$ cat config.mk
export PLATFORM = sky130hd
export DESIGN_NAME = wide_add_sequencer_flat
export DESIGN_NICKNAME = d
export VERILOG_FILES = /design/src/rtl/wide_add_sequencer_if.sv /design/src/rtl/wide_add_sequencer.sv /design/src/flat_wrapper.sv
export SDC_FILE = /design/constraint.sdc
export NUM_CORES = 1
export LEC_CHECK = 0
export CAP_MARGIN = 10
export CORE_ASPECT_RATIO = 2
export CORE_MARGIN = 2
export CORE_UTILIZATION = 40
export CTS_CLUSTER_DIAMETER = 100
export DETAILED_ROUTE_END_ITERATION = 10
export DONT_BUFFER_PORTS = 1
export PLACE_DENSITY = 0.54
export REMOVE_ABC_BUFFERS = 1
export SYNTH_ARGS = -nofsm -noshare
export SYNTH_HDL_FRONTEND = slang
export SYNTH_HIERARCHICAL = 1
export SYNTH_SLANG_ARGS = --single-unit
$ cat constraint.sdc
create_clock -name clk -period 7 [get_ports clk]
set_clock_uncertainty 0.05 [all_clocks]
set_input_delay 1.4 -clock clk [delete_from_list [all_inputs] [get_ports clk]]
set_output_delay 1.4 -clock clk [all_outputs]
set_load 0.02 [all_outputs]
$ cat src/rtl/wide_add_sequencer_if.sv
`default_nettype none
// ============================================================================
// Module   : wide_add_sequencer_if
// Brief    : Operand/result handshake bundle for wide_add_sequencer.
// Revision : 1.0
// ============================================================================
interface wide_add_sequencer_if #(
    parameter int N = 4,
    parameter int K = 4
);
    localparam int W = N * K;

    logic         start;
    logic         sub;
    logic [W-1:0] a;
    logic [W-1:0] b;
    logic         c_in;
    logic         busy;
    logic         done;
    logic [W-1:0] result;
    logic         c_out;

    modport master (
        output start, sub, a, b, c_in,
        input  busy, done, result, c_out
    );

    modport slave (
        input  start, sub, a, b, c_in,
        output busy, done, result, c_out
    );
endinterface
`default_nettype wire

$ cat src/rtl/wide_add_sequencer.sv
`default_nettype none
// ============================================================================
// Module   : wide_add_sequencer
// Brief    : W = N*K bit add/subtract built from one N-bit adder reused per slice.
// Revision : 1.0
// ============================================================================
module Nbit_Adder #(
    parameter int N = 4
) (
    input  wire logic [N-1:0] a,
    input  wire logic [N-1:0] b,
    input  wire logic         cin,
    output logic      [N-1:0] sum,
    output logic              cout
);
    assign {cout, sum} = {1'b0, a} + {1'b0, b} + {{N{1'b0}}, cin};
endmodule

module wide_add_sequencer #(
    parameter int N = 4,
    parameter int K = 4
) (
    input  wire logic             clk,
    input  wire logic             rst_n,
    wide_add_sequencer_if.slave   bus
);
    localparam int W     = N * K;
    localparam int IDX_W = (K > 1) ? $clog2(K) : 1;

    typedef enum logic [1:0] {
        S_IDLE = 2'd0,
        S_RUN  = 2'd1,
        S_DONE = 2'd2
    } state_t;

    state_t             r_state;
    state_t             w_state_next;
    logic [W-1:0]       r_a;
    logic [W-1:0]       r_b;
    logic               r_carry;
    logic [IDX_W-1:0]   r_idx;
    logic [W-1:0]       r_result;
    logic               r_c_out;

    logic               w_accept;
    logic               w_last;
    logic [N-1:0]       w_a_slice;
    logic [N-1:0]       w_b_slice;
    logic [N-1:0]       w_sum;
    logic               w_cout;

    // start is only honoured when no operation is in flight
    assign w_accept  = bus.start && ((r_state == S_IDLE) || (r_state == S_DONE));
    assign w_last    = (r_idx == IDX_W'(K - 1));
    assign w_a_slice = r_a[r_idx*N +: N];
    assign w_b_slice = r_b[r_idx*N +: N];

    Nbit_Adder #(
        .N    (N)
    ) u_slice_adder (
        .a    (w_a_slice),
        .b    (w_b_slice),
        .cin  (r_carry),
        .sum  (w_sum),
        .cout (w_cout)
    );

    always_ff @(posedge clk or negedge rst_n) begin
        if (!rst_n) begin
            r_state <= S_IDLE;
        end else begin
            r_state <= w_state_next;
        end
    end

    always_comb begin
        w_state_next = r_state;
        case (r_state)
            S_IDLE:  if (bus.start) w_state_next = S_RUN;
            S_RUN:   if (w_last)    w_state_next = S_DONE;
            S_DONE:  w_state_next = bus.start ? S_RUN : S_IDLE;
            default: w_state_next = S_IDLE;
        endcase
    end

    // Subtraction is a + ~b + 1, so the inverted operand and forced carry are latched up front
    always_ff @(posedge clk or negedge rst_n) begin
        if (!rst_n) begin
            r_a      <= '0;
            r_b      <= '0;
            r_carry  <= 1'b0;
            r_idx    <= '0;
            r_result <= '0;
            r_c_out  <= 1'b0;
        end else if (w_accept) begin
            r_a     <= bus.a;
            r_b     <= bus.sub ? ~bus.b : bus.b;
            r_carry <= bus.sub ? 1'b1 : bus.c_in;
            r_idx   <= '0;
        end else if (r_state == S_RUN) begin
            r_result[r_idx*N +: N] <= w_sum;
            r_carry                <= w_cout;
            if (w_last) begin
                r_c_out <= w_cout;
            end else begin
                r_idx <= r_idx + 1'b1;
            end
        end
    end

    assign bus.busy   = (r_state == S_RUN);
    assign bus.done   = (r_state == S_DONE);
    assign bus.result = r_result;
    assign bus.c_out  = r_c_out;
endmodule
`default_nettype wire

$ cat src/flat_wrapper.sv
// flat-port wrapper written by rule: the top's interface ports become plain ports
module wide_add_sequencer_flat 
#(
    parameter int N = 4,
    parameter int K = 4
)
  (clk, rst_n, bus_start, bus_sub, bus_a, bus_b, bus_c_in, bus_busy, bus_done, bus_result, bus_c_out);
  wide_add_sequencer_if #(.N(N), .K(K)) bus_i ();
  input  wire logic clk;
  input  wire logic rst_n;
  input wire logic [$bits(bus_i.start)-1:0] bus_start;
  input wire logic [$bits(bus_i.sub)-1:0] bus_sub;
  input wire logic [$bits(bus_i.a)-1:0] bus_a;
  input wire logic [$bits(bus_i.b)-1:0] bus_b;
  input wire logic [$bits(bus_i.c_in)-1:0] bus_c_in;
  output wire logic [$bits(bus_i.busy)-1:0] bus_busy;
  output wire logic [$bits(bus_i.done)-1:0] bus_done;
  output wire logic [$bits(bus_i.result)-1:0] bus_result;
  output wire logic [$bits(bus_i.c_out)-1:0] bus_c_out;
  assign bus_i.start = bus_start;
  assign bus_i.sub = bus_sub;
  assign bus_i.a = bus_a;
  assign bus_i.b = bus_b;
  assign bus_i.c_in = bus_c_in;
  assign bus_busy = bus_i.busy;
  assign bus_done = bus_i.done;
  assign bus_result = bus_i.result;
  assign bus_c_out = bus_i.c_out;
  wide_add_sequencer #(.N(N), .K(K)) u_core (.clk(clk), .rst_n(rst_n), .bus(bus_i));
endmodule
==> run metrics <==
Worst path slowest cell=dfrtp_1; WHS Path Cells=2; Primary FF master, synth=dfrtp_1; Die H=121 um; Final ANT Viol Nets=0; GPL Wtd Cong=0.796; Worst Path Required=7.16 ns; detailed-route via count=1509; violation count after the first detailed-route iteration=76; largest area contributor in the netlist=dfrtp_1; XOR/XNOR Fraction of Synth Area=0.0574; routed vias/inst=5.01; Setup CP Type=flip-flop to flip-flop; most numerous cell in the Yosys netlist=dfrtp_1; critical path, cell by cell=mux4_2, fa_1, inv_1, fa_1, inv_1, nand2_1, o21ai_0; CTS root buffer=clkbuf_16; unrepaired setup endpoints after global routing=no; number of global-route vias before repair=1696; P&R area growth vs syn=6.60%; Starting Density=0.415; deepest clock path buffer count=2; Worst EP arrival=3.14 ns; final setup fails=0; CTS-repair resized insts=0; Reg clk slew, reported paths=0.07 ns; crit path time final=2.98 ns; cells after synthesis=217; mux contribution to synthesized area=0.157; WL final=5100 um; CTS H-tree depth=2; Initial DRT Pass Iterations=4; final design utilization=0.442; Post-CTS Hold Fix Bufs=0; Die Wd=62.6 um; sequential area share after synthesis=0.492; Synth top area share=0.492; # nets final=259; Fin. Hold Viols=0; full die area=0.00759 sq mm; CP max FO=17; number of buffers created by CTS=5; Leakage Power=0.00132 uW; fin crit share=0.425; Antenna diodes=0; Worst Hold Class=flip-flop to flip-flop; Slew Viols, Final=0; main combinational cell family by area after synthesis=multiplexers; Post-CTS Setup Bufs=0; Cell variety after synth=31; worst skew pair latency=0.29 ns; ys async rst share=1.00; CP startpoint kind=flip-flop; MaxCap Viol Count=0; post-synthesis compound-gate area fraction=0.0824; syn_area_per_cell=12.7 sq um; Seq cells post-synth=54; Worst slew margin=0.422; routed len/inst=16.9 um; placed wire-length estimate=3760 um; crit-path max cell delay=0.91 ns; power per cell area=547 mW/mm^2; top cells by count, synth=dfrtp_1 (54), nand2_1 (33), o21ai_0 (27); synthesized cell area=0.00275 sq mm; clock sink count=54; Setup TNS=0 ns; DRC=0; share of layout cells above drive strength 1=0.183; Site Rows=42; CTS tree=yes; synth top area cells=dfrtp_1 (49%), mux2_4 (7.1%), mux4_2 (6.6%), xnor2_1 (5.7%), o21ai_0 (4.9%); initial antenna violation count=0; Core ar.=0.00662 sq mm; Slew @ Worst Pin=0.867 ns; grt ovf=0; FMAX=0.336 GHz; r2r worst-path depth=7; Synth Warn #=6; Worst VDD drop=0.000169 V; PortBufs=0; Total GRT Usage=0.151; status=complete, no violations; endpoint class of the critical path=flip-flop; Post-synth EDFFs=0; first-pass GRT wire length=8590 um; largest net degree at the start of global routing=55; Post-Synth Adder-Cell Area=0.0510; simple-gate share of the synthesized area=0.117; I/O pins=56
-- routing by layer --
layer | vias up | wire length (um) | GRT usage
met3 | 8 | 216 | 0.0390
met5 | - | 0 | 0
li1 | 735 | - | -
met2 | 41 | 2820 | 0.271
met1 | 725 | 1910 | 0.159
met4 | 0 | 153 | 0.0806
-- metrics by stage --
step                      std cells  area, sq um  setup WS [ns]  hold WS (ns)  power [uW]
final                           301         2930           4.02         0.426        1600
after global routing            301         2930           3.66         0.452        1740
after CTS                       301         2930           3.95         0.434        1630
after detailed placement        293         2770           3.95         0.419        1350
after global placement          293         2770           4.01         0.408        1340
after floorplan                 205         2660           4.26         0.395        1160
-- state kept, by name (all words and copies together) (netlist names) --
register and cells:
u_core/bus.c_out 1, u_core/bus.result 16, u_core/r_a 16, u_core/r_b 16, u_core/r_carry 1, u_core/r_idx 2, u_core/r_state 2
-- cell families (layout without fill, tap and decap cells) --
group,Yosys count,after routing
compound gates,38,38
xor+xnor,18,18
fa+ha+maj,10,10
buf+inv,20,16
flops,54,54
mux,26,26
simple gates,51,51
-- layout by cell type, fill, tap and decap left out, drive strengths merged, types with 3 or more instances in the layout --
cell    instances
a22o            8
clkbuf          7
dfrtp          54
ha              8
inv             8
mux2           17
mux4            8
nand2          33
nand3b          4
nor2b           3
nor4b           3
o21ai          27
xnor2          18
-- final cells by class --
type,instances,area [sq um]
Clock buffer,7,133
Clock inverter,1,30.0
Fill cell,657,3690
Inverter,8,30.0
Multi-Input combinational cell,143,1270
Sequential cell,54,1350
Tap cell,88,110
-- power by group --
group / internal, uW / switching, uW / total [uW]
Sequential: 453 / 172 / 625
Clock: 169 / 105 / 274
Combinational: 344 / 358 / 702
-- final timing paths --
path	start	endpoint	slack, ns
max	u_core/r_idx[0]$_DFFE_PN0P_	u_core/bus.result[13]$_DFFE_PN0P_	4.02
max in group asynchronous	rst_n	u_core/r_a[12]$_DFFE_PN0P_	6.04
min	u_core/r_b[11]$_DFFE_PN0P_	u_core/r_b[11]$_DFFE_PN0P_	0.43
min in group asynchronous	rst_n	u_core/bus.result[7]$_DFFE_PN0P_	0.75
max reg2reg	u_core/r_idx[0]$_DFFE_PN0P_	u_core/bus.result[13]$_DFFE_PN0P_	4.02
min reg2reg	u_core/r_b[11]$_DFFE_PN0P_	u_core/r_b[11]$_DFFE_PN0P_	0.43
-- worst max-delay path: cells and delay by family, from the launching register on --
family          cells  cell delay [ns]
buf+inv             2             0.24
fa+ha+maj           2             0.85
compound gates      1             0.15
flops               1             0.91
mux                 1             0.62
simple gates        1             0.07
No activity file was read; power rests on OpenSTA's default activity.
